$ cat src/rtl/carpark_pkg.sv
// Shared types and defaults for the car-park slot manager: error/op codes and FSM encoding.
package carpark_pkg;

  localparam int N_SLOTS_DEF = 16;
  localparam int VN_W_DEF    = 4;

  typedef enum logic [1:0] {
    ERR_NONE   = 2'b00,
    ERR_FULL   = 2'b01,
    ERR_DUP_NF = 2'b10,   // duplicate on park, not-found on exit
    ERR_BAD_VN = 2'b11
  } resp_err_e;

  typedef enum logic {
    OP_PARK = 1'b0,
    OP_EXIT = 1'b1
  } resp_op_e;

  typedef enum logic [1:0] {
    ST_IDLE = 2'd0,
    ST_SCAN = 2'd1,
    ST_RESP = 2'd2
  } state_e;

endpackage

$ cat src/rtl/carpark_slot_manager_if.sv
// Request/response bundle between the gate controller (master) and the slot manager (slave).
interface carpark_slot_manager_if import carpark_pkg::*; #(
  parameter int N_SLOTS = N_SLOTS_DEF,
  parameter int VN_W    = VN_W_DEF
);

  logic                           park_valid;
  logic [VN_W-1:0]                park_vn;
  logic                           exit_valid;
  logic [VN_W-1:0]                exit_vn;
  logic                           req_ready;
  logic                           resp_valid;
  logic                           resp_op;
  logic                           resp_ok;
  logic [$clog2(N_SLOTS)-1:0]     resp_slot;
  logic [1:0]                     resp_err;
  logic [$clog2(N_SLOTS+1)-1:0]   free_cnt;
  logic                           full;
  logic                           empty;

  modport master (
    output park_valid, park_vn, exit_valid, exit_vn,
    input  req_ready, resp_valid, resp_op, resp_ok, resp_slot, resp_err,
           free_cnt, full, empty
  );

  modport slave (
    input  park_valid, park_vn, exit_valid, exit_vn,
    output req_ready, resp_valid, resp_op, resp_ok, resp_slot, resp_err,
           free_cnt, full, empty
  );

endinterface

$ cat src/rtl/carpark_slot_table.sv
// Slot storage: N_SLOTS x (valid, vn) with a registered read port and one write port.
module carpark_slot_table import carpark_pkg::*; #(
  parameter int N_SLOTS = N_SLOTS_DEF,
  parameter int VN_W    = VN_W_DEF
) (
  input  logic                       clk,
  input  logic                       rst_n,
  input  logic [$clog2(N_SLOTS)-1:0] i_rd_idx,
  output logic                       o_rd_valid,
  output logic [VN_W-1:0]            o_rd_vn,
  input  logic                       i_wr_en,
  input  logic [$clog2(N_SLOTS)-1:0] i_wr_idx,
  input  logic                       i_wr_valid,
  input  logic [VN_W-1:0]            i_wr_vn
);

  logic            r_valid [N_SLOTS];
  logic [VN_W-1:0] r_vn    [N_SLOTS];
  logic            r_rd_valid;
  logic [VN_W-1:0] r_rd_vn;

  // NOTE: every entry is reset because an empty car park must come up with no
  // stale vehicles; this keeps the table in flops rather than an inferred RAM.
  always_ff @(posedge clk or negedge rst_n) begin
    if (!rst_n) begin
      for (int i = 0; i < N_SLOTS; i++) begin
        r_valid[i] <= 1'b0;
        r_vn[i]    <= '0;
      end
      r_rd_valid <= 1'b0;
      r_rd_vn    <= '0;
    end else begin
      // NOTE: non-blocking so the read below sees the pre-write contents.
      if (i_wr_en) begin
        r_valid[i_wr_idx] <= i_wr_valid;
        r_vn[i_wr_idx]    <= i_wr_vn;
      end
      r_rd_valid <= r_valid[i_rd_idx];
      r_rd_vn    <= r_vn[i_rd_idx];
    end
  end

  assign o_rd_valid = r_rd_valid;
  assign o_rd_vn    = r_rd_vn;

endmodule

$ cat src/rtl/carpark_slot_manager.sv
// Car-park slot manager: accepts park/exit requests, scans the table one slot per cycle,
// then commits the result and emits a one-cycle response.
module carpark_slot_manager import carpark_pkg::*; #(
  parameter int N_SLOTS = N_SLOTS_DEF,
  parameter int VN_W    = VN_W_DEF
) (
  input logic                    clk,
  input logic                    rst_n,
  carpark_slot_manager_if.slave  bus
);

  localparam int IDX_W = $clog2(N_SLOTS);
  localparam int CNT_W = $clog2(N_SLOTS + 1);
  localparam logic [IDX_W:0]   LAST_IDX = (IDX_W+1)'(N_SLOTS);
  localparam logic [CNT_W-1:0] CNT_MAX  = CNT_W'(N_SLOTS);

  state_e             r_state;
  resp_op_e           r_op;
  logic [VN_W-1:0]    r_vn;
  logic [IDX_W:0]     r_idx;
  logic               r_free_found, r_match;
  logic [IDX_W-1:0]   r_free_idx, r_match_idx;
  logic [CNT_W-1:0]   r_free_cnt;
  logic               r_ready, r_resp_valid, r_resp_ok, r_full, r_empty;
  resp_op_e           r_resp_op;
  resp_err_e          r_resp_err;
  logic [IDX_W-1:0]   r_resp_slot;

  logic               w_rd_valid, w_chk, w_last, w_free_found, w_match, w_ok;
  logic [VN_W-1:0]    w_rd_vn, w_wr_vn;
  logic [IDX_W-1:0]   w_chk_idx, w_free_idx, w_match_idx, w_slot;
  logic               w_wr_en, w_wr_valid;
  resp_err_e          w_err;
  logic [CNT_W-1:0]   w_cnt_nxt;

  carpark_slot_table #(.N_SLOTS(N_SLOTS), .VN_W(VN_W)) u_table (
    .clk        (clk),
    .rst_n      (rst_n),
    .i_rd_idx   (r_idx[IDX_W-1:0]),
    .o_rd_valid (w_rd_valid),
    .o_rd_vn    (w_rd_vn),
    .i_wr_en    (w_wr_en),
    .i_wr_idx   (w_slot),
    .i_wr_valid (w_wr_valid),
    .i_wr_vn    (w_wr_vn)
  );

  // Read data lags the scan index by one cycle, so slot r_idx-1 is examined
  // here and the final slot is folded straight into the commit decision.
  always_comb begin
    // NOTE: every output gets a default first so no path leaves a latch.
    w_chk        = (r_state == ST_SCAN) && (r_idx != '0);
    w_last       = (r_state == ST_SCAN) && (r_idx == LAST_IDX);
    w_chk_idx    = IDX_W'(r_idx - (IDX_W+1)'(1));
    w_free_found = r_free_found;
    w_free_idx   = r_free_idx;
    w_match      = r_match;
    w_match_idx  = r_match_idx;
    if (w_chk) begin
      if (!w_rd_valid && !r_free_found) begin
        w_free_found = 1'b1;
        w_free_idx   = w_chk_idx;
      end
      if (w_rd_valid && (w_rd_vn == r_vn) && !r_match) begin
        w_match     = 1'b1;
        w_match_idx = w_chk_idx;
      end
    end

    w_err      = ERR_NONE;
    w_ok       = 1'b0;
    w_slot     = '0;
    w_wr_valid = 1'b0;
    w_wr_vn    = '0;
    w_cnt_nxt  = r_free_cnt;
    if (r_vn == '0) begin
      w_err = ERR_BAD_VN;
    end else if (r_op == OP_PARK) begin
      if (w_match)            w_err = ERR_DUP_NF;
      else if (!w_free_found) w_err = ERR_FULL;
      else begin
        w_ok       = 1'b1;
        w_slot     = w_free_idx;
        w_wr_valid = 1'b1;
        w_wr_vn    = r_vn;
        w_cnt_nxt  = r_free_cnt - CNT_W'(1);
      end
    end else begin
      if (!w_match) w_err = ERR_DUP_NF;
      else begin
        w_ok      = 1'b1;
        w_slot    = w_match_idx;
        w_cnt_nxt = r_free_cnt + CNT_W'(1);
      end
    end
    w_wr_en = w_last && w_ok;
  end

  always_ff @(posedge clk or negedge rst_n) begin
    if (!rst_n) begin
      r_state      <= ST_IDLE;
      r_op         <= OP_PARK;
      r_vn         <= '0;
      r_idx        <= '0;
      r_free_found <= 1'b0;
      r_match      <= 1'b0;
      r_free_idx   <= '0;
      r_match_idx  <= '0;
      r_free_cnt   <= CNT_MAX;
      r_full       <= 1'b0;
      r_empty      <= 1'b1;
      r_ready      <= 1'b1;
      r_resp_valid <= 1'b0;
      r_resp_op    <= OP_PARK;
      r_resp_ok    <= 1'b0;
      r_resp_err   <= ERR_NONE;
      r_resp_slot  <= '0;
    end else begin
      r_resp_valid <= 1'b0;
      case (r_state)
        ST_IDLE: begin
          // Park wins a tie; a held exit is picked up on the next visit to IDLE.
          if (bus.park_valid || bus.exit_valid) begin
            r_op         <= bus.park_valid ? OP_PARK : OP_EXIT;
            r_vn         <= bus.park_valid ? bus.park_vn : bus.exit_vn;
            r_idx        <= '0;
            r_free_found <= 1'b0;
            r_match      <= 1'b0;
            r_free_idx   <= '0;
            r_match_idx  <= '0;
            r_ready      <= 1'b0;
            r_state      <= ST_SCAN;
          end
        end
        ST_SCAN: begin
          r_free_found <= w_free_found;
          r_free_idx   <= w_free_idx;
          r_match      <= w_match;
          r_match_idx  <= w_match_idx;
          r_idx        <= r_idx + (IDX_W+1)'(1);
          if (w_last) begin
            r_state      <= ST_RESP;
            r_resp_valid <= 1'b1;
            r_resp_op    <= r_op;
            r_resp_ok    <= w_ok;
            r_resp_err   <= w_err;
            r_resp_slot  <= w_slot;
            r_free_cnt   <= w_cnt_nxt;
            r_full       <= (w_cnt_nxt == '0);
            r_empty      <= (w_cnt_nxt == CNT_MAX);
          end
        end
        ST_RESP: begin
          r_state <= ST_IDLE;
          r_ready <= 1'b1;
        end
        default: r_state <= ST_IDLE;
      endcase
    end
  end

  assign bus.req_ready  = r_ready;
  assign bus.resp_valid = r_resp_valid;
  assign bus.resp_op    = r_resp_op;
  assign bus.resp_ok    = r_resp_ok;
  assign bus.resp_slot  = r_resp_slot;
  assign bus.resp_err   = r_resp_err;
  assign bus.free_cnt   = r_free_cnt;
  assign bus.full       = r_full;
  assign bus.empty      = r_empty;

endmodule

$ cat src/flat_wrapper.sv
// flat-port wrapper written by rule: the top's interface ports become plain ports
module carpark_slot_manager_flat import carpark_pkg::*;
#(
  parameter int N_SLOTS = N_SLOTS_DEF,
  parameter int VN_W    = VN_W_DEF
)
  (clk, rst_n, bus_park_valid, bus_park_vn, bus_exit_valid, bus_exit_vn, bus_req_ready, bus_resp_valid, bus_resp_op, bus_resp_ok, bus_resp_slot, bus_resp_err, bus_free_cnt, bus_full, bus_empty);
  carpark_slot_manager_if #(.N_SLOTS(N_SLOTS), .VN_W(VN_W)) bus_i ();
  input logic clk;
  input logic rst_n;
  input wire logic [$bits(bus_i.park_valid)-1:0] bus_park_valid;
  input wire logic [$bits(bus_i.park_vn)-1:0] bus_park_vn;
  input wire logic [$bits(bus_i.exit_valid)-1:0] bus_exit_valid;
  input wire logic [$bits(bus_i.exit_vn)-1:0] bus_exit_vn;
  output wire logic [$bits(bus_i.req_ready)-1:0] bus_req_ready;
  output wire logic [$bits(bus_i.resp_valid)-1:0] bus_resp_valid;
  output wire logic [$bits(bus_i.resp_op)-1:0] bus_resp_op;
  output wire logic [$bits(bus_i.resp_ok)-1:0] bus_resp_ok;
  output wire logic [$bits(bus_i.resp_slot)-1:0] bus_resp_slot;
  output wire logic [$bits(bus_i.resp_err)-1:0] bus_resp_err;
  output wire logic [$bits(bus_i.free_cnt)-1:0] bus_free_cnt;
  output wire logic [$bits(bus_i.full)-1:0] bus_full;
  output wire logic [$bits(bus_i.empty)-1:0] bus_empty;
  assign bus_i.park_valid = bus_park_valid;
  assign bus_i.park_vn = bus_park_vn;
  assign bus_i.exit_valid = bus_exit_valid;
  assign bus_i.exit_vn = bus_exit_vn;
  assign bus_req_ready = bus_i.req_ready;
  assign bus_resp_valid = bus_i.resp_valid;
  assign bus_resp_op = bus_i.resp_op;
  assign bus_resp_ok = bus_i.resp_ok;
  assign bus_resp_slot = bus_i.resp_slot;
  assign bus_resp_err = bus_i.resp_err;
  assign bus_free_cnt = bus_i.free_cnt;
  assign bus_full = bus_i.full;
  assign bus_empty = bus_i.empty;
  carpark_slot_manager #(.N_SLOTS(N_SLOTS), .VN_W(VN_W)) u_core (.clk(clk), .rst_n(rst_n), .bus(bus_i));
endmodule
$ cat config.mk
export PLATFORM = sky130hd
export DESIGN_NAME = carpark_slot_manager_flat
export DESIGN_NICKNAME = d
export VERILOG_FILES = /design/src/rtl/carpark_pkg.sv /design/src/rtl/carpark_slot_manager_if.sv /design/src/rtl/carpark_slot_table.sv /design/src/rtl/carpark_slot_manager.sv /design/src/flat_wrapper.sv
export SDC_FILE = /design/constraint.sdc
export NUM_CORES = 1
export LEC_CHECK = 0
export BUFFER_PORTS_ARGS = -buffer_cell sky130_fd_sc_hd__buf_2
export CAP_MARGIN = 20
export CORE_MARGIN = 2
export CORE_UTILIZATION = 56
export DETAILED_ROUTE_END_ITERATION = 10
export PLACE_DENSITY = 0.75
export SETUP_SLACK_MARGIN = 0.2
export SYNTH_ARGS = -nofsm -noshare
export SYNTH_HDL_FRONTEND = slang
export SYNTH_SLANG_ARGS = --single-unit
$ cat constraint.sdc
create_clock -name clk -period 10.56 [get_ports clk]
set_input_delay 1.056 -clock clk [delete_from_list [all_inputs] [get_ports clk]]
set_output_delay 1.056 -clock clk [all_outputs]
set_load 0.02 [all_outputs]
Yosys cells after proc, flatten, opt, wreduce, memory -nomap -nowiden
Index checks and enable logic that the tools add are counted.
{ "totals": {"reg_bits": 124, "inputBits": 12, "elab_cells": 151} }
{ "op_classes": {"eq_ne": 7, "n_mux": 62, "bitwise_logic": 2, "add_sub_neg": 4, "magnitude_cmp": 3, "reduce_logical": 22} }
{ "ops": {"columns": ["op", "n"], "rows": [
  ["4-bit 2-to-1 mux", 18],
  ["64-bit bitwise mux", 1],
  ["5-bit 2-to-1 mux", 6],
  ["1-bit 2-to-1 mux", 19],
  ["4-bit binary-select mux with 4-bit select", 1],
  ["16-bit bitwise mux", 1],
  ["4-bit demux with 4-bit select", 1],
  ["4-bit one-hot mux with 2 select lines", 2],
  ["2-bit 2-to-1 mux", 6],
  ["5-bit by 1-bit adder with 5-bit output (second input constant)", 2],
  ["5-bit equality test (second input constant)", 2],
  ["5-bit greater-or-equal comparator (second input constant)", 2],
  ["4-bit NOT with 5-bit output", 2],
  ["5-bit one-hot mux with 2 select lines", 1],
  ["2-bit AND reduction", 5],
  ["1-bit logical AND", 7],
  ["1-bit one-hot mux with 2 select lines", 3],
  ["5-bit logical NOT", 1],
  ["5-bit by 1-bit less-than comparator with 1-bit output (second input constant)", 1],
  ["5-bit nonzero test", 1],
  ["5-bit by 1-bit subtractor with 5-bit output (second input constant)", 1],
  ["1-bit binary-select mux with 4-bit select", 1],
  ["1-bit demux with 4-bit select", 1],
  ["4-bit equality test", 1],
  ["other kinds (10)", 14]
]} }

Depth between registers and ports, before layout
{ "logic_depth": {"ltp_word": 14, "depth_mapped": 13, "ltp_nobuf": 11} }

By module
Synthesis repeated with hierarchy kept, for this count alone.
{ "unflattened": {"hier_cells": 457, "hier_area_um2": 5920.7} }
{ "modules_own_cells": {"columns": ["module", "seq_area_each_um2", "area_per_inst_um2", "cells_each", "n_inst"], "rows": [
  ["carpark_slot_table", 2127.0, 3799.9, 246, 1],
  ["carpark_slot_manager", 979.7, 2120.8, 211, 1]
]} }

Worst setup path before layout
Ideal clock, no wire load.
{ "synth_path": {"path_type": "register to register", "from": "register u_core.r_idx[0]", "to": "register u_core.u_table.r_valid[7] in the netlist's numbering", "path_buffers": 2, "period_less_slack_ns": 3.570, "arrival_time_ns": 3.442, "setup_time_ns": 0.128, "path_slack_ns": 6.990, "stages_incl_launch_ff": 12, "path_cell_list": "dfrtp_1 clkbuf_1 inv_1 ha_1 nor4b_4 o31a_1 a2111o_1 or3_4 a2111oi_4 and3_1 buf_4 mux2_1"} }
{ "synth_via": {"elab_chain_len": 13} }
{ "synth_rtl": {"columns": ["item", "line_no", "source"], "rows": [
  ["start, declared", "carpark_slot_manager.sv:20", "logic [IDX_W:0] r_idx;"],
  ["start signal, assigned", "carpark_slot_manager.sv:140", "r_idx <= r_idx + (IDX_W+1)'(1);"],
  ["4-bit by 1-bit subtractor with 4-bit output or 5-bit nonzero test (tied branches)", "carpark_slot_manager.sv:54, carpark_slot_manager.sv:52", null],
  ["4-bit 2-to-1 mux or 1-bit logical AND (tied branches)", "carpark_slot_manager.sv:60, carpark_slot_manager.sv:52", null],
  ["4-bit 2-to-1 mux or 1-bit 2-to-1 mux (tied branches)", "carpark_slot_manager.sv:59", "if (w_chk) begin"],
  ["4-bit 2-to-1 mux", "carpark_slot_manager.sv:80", "else if (!w_free_found) w_err = ERR_FULL;"],
  ["4-bit 2-to-1 mux", "carpark_slot_manager.sv:79", "if (w_match) w_err = ERR_DUP_NF;"],
  ["4-bit 2-to-1 mux", "carpark_slot_manager.sv:78", "end else if (r_op == OP_PARK) begin"],
  ["4-bit 2-to-1 mux", "carpark_slot_manager.sv:76", "if (r_vn == '0) begin"],
  ["4-bit NOT with 5-bit output (implied by the code)", "carpark_slot_table.sv:35", "r_valid[i_wr_idx] <= i_wr_valid;"],
  ["5-bit greater-or-equal comparator (implied by the code) or 5-bit by 1-bit less-than comparator with 1-bit output (tied branches)", "carpark_slot_table.sv:35", null],
  ["1-bit logical AND (implied by the code)", "carpark_slot_table.sv:35", null],
  ["1-bit 2-to-1 mux (implied by the code)", "carpark_slot_table.sv:35", null],
  ["1-bit demux with 4-bit select", "carpark_slot_table.sv:35", null],
  ["16-bit bitwise mux", "carpark_slot_table.sv:35", null],
  ["end signal, assigned by index", "carpark_slot_table.sv:35", null],
  ["end, declared", "carpark_slot_table.sv:17", "logic r_valid [N_SLOTS];"]
]} }
Parallel ways exist; a longest one is shown, timed or not.
A chain may end at the register's enable or synchronous reset.

Worst setup path after layout
{ "layout_path": {"from": "register u_core.r_idx[0]", "to": "register u_core.u_table.r_vn[31] in the netlist's numbering"} }
{ "layout_via": {"elab_chain_len": 13} }
{ "layout_rtl": {"columns": ["item", "line_no", "source"], "rows": [
  ["4-bit by 1-bit subtractor with 4-bit output or 5-bit nonzero test (tied branches)", "carpark_slot_manager.sv:54, carpark_slot_manager.sv:52", null],
  ["4-bit 2-to-1 mux or 1-bit logical AND (tied branches)", "carpark_slot_manager.sv:60, carpark_slot_manager.sv:52", null],
  ["4-bit 2-to-1 mux or 1-bit 2-to-1 mux (tied branches)", "carpark_slot_manager.sv:59", null],
  ["4-bit 2-to-1 mux", "carpark_slot_manager.sv:80", null],
  ["4-bit 2-to-1 mux", "carpark_slot_manager.sv:79", null],
  ["4-bit 2-to-1 mux", "carpark_slot_manager.sv:78", null],
  ["4-bit 2-to-1 mux", "carpark_slot_manager.sv:76", null],
  ["4-bit NOT with 5-bit output (implied by the code)", "carpark_slot_table.sv:36", "r_vn[i_wr_idx] <= i_wr_vn;"],
  ["5-bit greater-or-equal comparator (implied by the code) or 5-bit by 1-bit less-than comparator with 1-bit output (tied branches)", "carpark_slot_table.sv:36", null],
  ["1-bit logical AND (implied by the code)", "carpark_slot_table.sv:36", null],
  ["4-bit 2-to-1 mux (implied by the code)", "carpark_slot_table.sv:36", null],
  ["4-bit demux with 4-bit select", "carpark_slot_table.sv:36", null],
  ["64-bit bitwise mux", "carpark_slot_table.sv:36", null],
  ["end signal, assigned by index", "carpark_slot_table.sv:36", null],
  ["end, declared", "carpark_slot_table.sv:18", "logic [VN_W-1:0] r_vn [N_SLOTS];"]
]} }
Parallel ways exist; a longest one is shown, timed or not.

==> impl_metrics.py <==
metrics = {
    "power": {
        "power_mw": 1.875,
        "ir_worst_vdd_v": 0.0002247,
        "p_leak_nw": 3.367,
        "p_per_area_nw_per_um2": 267.6,
    },
    "cells_and_area": {
        "syn2layout_area_growth_pct": 13.36,
        "fin_nets": 556,
        "drive_gt1_frac": 0.2891,
        "n_antenna_cell": 0,
        "fin_cells": 690,
        "fill_cells": 787,
    },
    "synth": {
        "async_flop_share": 1.000,
        "syn_area_um2": 6182,
        "synth_nets": 535,
        "synthSimpleGateAreaFrac": 0.1103,
        "muxShareOfSynthArea": 0.2293,
        "synthCells": 517,
        "synthFlopType": "dfrtp_1",
        "yosysWarnings": 0,
        "synthXorXnorAreaFrac": 0.02125,
        "yosysMostFrequentCell": "dfrtp_1",
        "synth_compound_area_frac": 0.09856,
        "synth_area_leaders": "dfrtp_1, mux2_2, mux2i_1",
        "synth.distinct_cells": 57,
        "ys_seq_elements": 124,
        "synth_top_area_frac": 0.4898,
        "ys_seq_area_frac": 0.5025,
        "synth_adder_area_share": 0.01214,
        "yosysTopAreaCell": "dfrtp_1",
        "syn-mean-instance-area_um2": 11.96,
        "synth_edf_count": 0,
        "synth_top_family_by_area": "multiplexers",
        "synth.top_cells.by_count": "dfrtp_1, mux2_2, nand2_1, o21ai_0, mux2i_1",
    },
    "setup_path": {
        "worstSetupEndpointType": "flop",
        "worstSetupPathType": "flop to flop",
        "crit_arrival_ns": 5.10,
        "critPathLaunchType": "flop",
        "required_ns": 10.97,
        "rr_worst_depth": 9,
        "cp_max_fo": 37,
    },
    "clock_tree": {
        "cts-root-buf": "clkbuf_8",
        "cts_tree": "yes",
        "htreeDepth": 4,
        "cts.sinks": 124,
        "cts_made_buffers": 17,
        "clk_latency_ns": 0.53,
        "postCtsSetupBuffers": 0,
        "clk_pin_slew_worst_paths_ns": 0.06,
        "cts_hold_buffers": 0,
        "cts_resized": 0,
        "cts_buffer_depth": 2,
    },
    "sta": {
        "final.setup_skew_ns": 0.01086,
        "worst_pin_slew_ns": 1.112,
        "setup_violations": 0,
        "finalSetupTns_ns": 0,
        "rsz0062_at_grt": "no",
        "hold_viol": 0,
        "drv_slew": 0,
        "fin_crit_sh": 0.4442,
        "maxSlewHeadroom": 0.2585,
        "min_period_ns": 4.690,
        "fmax_mhz": 213.2,
    },
    "route": {
        "drc": 0,
        "vias_per_cell": 6.219,
        "wl_per_cell_um": 21.21,
        "ant_nets": 0,
        "num_vias": 4291,
        "dr.pass1.iters": 5,
        "totalWireLength_um": 14630,
        "drt_iter0_markers": 314,
    },
    "global_route": {
        "grt_pass1_vias": 4300,
        "grt_usage": 0.2714,
        "grt_first_pass_wirelength_um": 23920,
        "antenna_found_initial": 0,
        "grt_overflow": 0,
        "grt_start_max_net_pins": 70,
    },
    "worst_hold_path": {
        "hold_path.class": "flop to flop",
        "min_path_cells": 2,
    },
    "status": {
        "outcome": "complete, no violations",
    },
    "die": {
        "start_util": 0.5728,
        "dieWidth_um": 109.1,
        "die_height_um": 109.1,
        "coreArea_um2": 10790,
        "io_pins": 29,
        "num_rows": 38,
        "die-area_um2": 11900,
    },
    "placed_design": {
        "dpl.hpwl_um": 9561,
        "numPortBuffers": 28,
        "place_congestion": 0.8623,
        "dp.cells": 659,
    },
    "run": {
        "maxCapViolations": 0,
    },
}
-- path summary, 6_finish.rpt --
kind,startpoint,to,slack (ns)
setup / recovery,u_core.r_idx[0],u_core.u_table.r_vn[31],5.87
hold / removal,u_core.bus.resp_err[1],u_core.bus.resp_err[1],0.48
setup reg to reg,u_core.r_idx[0],u_core.u_table.r_vn[31],5.87
hold reg to reg,u_core.bus.resp_err[1],u_core.bus.resp_err[1],0.48
max in group asynchronous,rst_n,u_core.u_table.r_vn[8],8.60
min in group asynchronous,rst_n,u_core.u_table.r_vn[25],0.59
-- metrics by stage --
stage	instance area, um^2	setup slack (ns)	hold WS, ns	utilization
after floorplan	6182	6.990	0.4444	-
after global placement	6390	5.965	0.4503	0.5920
after detailed placement	6390	5.895	0.4674	0.5920
after CTS	7008	5.892	0.4818	0.6493
after global routing	7008	5.561	0.5117	0.6493
final	7008	5.870	0.4796	0.6493
-- routing by layer --
metal | vias to the layer above | global-route usage | share of wire
met4 | 0 | 0.07601 | 0.016
met2 | 161 | 0.4419 | 0.49
met5 | - | 0 | 0
met1 | 2178 | 0.3626 | 0.44
li1 | 1928 | - | -
met3 | 24 | 0.06814 | 0.056
-- final cells by class --
| class | count | area [um^2] | area share |
|---|---|---|---|
| clock buffers | 18 | 427.9 | 0.06106 |
| clock inverters | 13 | 190.2 | 0.02714 |
| inverters | 11 | 41.29 | 0.005892 |
| multi-input cells | 355 | 2915 | 0.4160 |
| flip-flops and latches | 124 | 3108 | 0.4435 |
| well taps | 140 | 175.2 | 0.02500 |
| repair buffers | 29 | 150.1 | 0.02142 |
-- worst max-delay path, stage by stage (launching register included) --
cell	delay, ns
dfrtp_2	1.04
inv_1	0.25
ha_1	0.30
nor4b_4	0.15
o31a_1	0.39
a2111oi_2	0.81
o21ai_0	0.42
a2111oi_4	0.45
and3_1	0.39
mux2_1	0.36
-- placed cells by master, fill, tap and decap left out, drive strengths merged, types with 6 or more instances in the layout --
cell type and n:
mux2i 28, xor2 8, inv 13, nor2 18, a21oi 11, a22oi 9, nor3 14, nand2 57
clkinv 6, xnor2 7, mux2 81, clkbuf 18, dfrtp 121, o21ai 42, mux4 10, buf 29
nand3 13, ha 6
-- registers in the layout, summed over array words and instances, names as in the netlist --
register	cells
u_core.r_idx	5
u_core.bus.resp_err	2
u_core.bus.resp_op	1
u_core.u_table.r_valid	16
u_core.r_match	1
u_core.bus.resp_slot	4
u_core.bus.free_cnt	5
u_core.u_table.r_vn	64
u_core.bus.full	1
u_core.bus.empty	1
u_core.r_free_found	1
u_core.r_state	2
u_core.r_match_idx	4
u_core.bus.resp_ok	1
u_core.r_vn	4
u_core.r_free_idx	4
u_core.u_table.o_rd_vn	4
u_core.bus.req_ready	1
u_core.r_op	1
u_core.bus.resp_valid	1
u_core.u_table.o_rd_valid	1
-- where the power goes --
group	switching (mW)	internal, mW
Sequential	0.130	0.548
Combinational	0.392	0.195
Clock	0.221	0.390
-- cell families (layout without fill, tap and decap cells) --
kind of cell / count (synthesis) / after routing
multiplexers: 119 / 119
flip-flops: 124 / 124
XOR/XNOR: 15 / 15
adder cells (fa/ha/maj): 6 / 6
AO/OA/AOI/OAI: 88 / 88
buffers and inverters: 38 / 71
AND/OR/NAND/NOR: 127 / 127
Note: power is estimated with default switching activity, not from simulation.
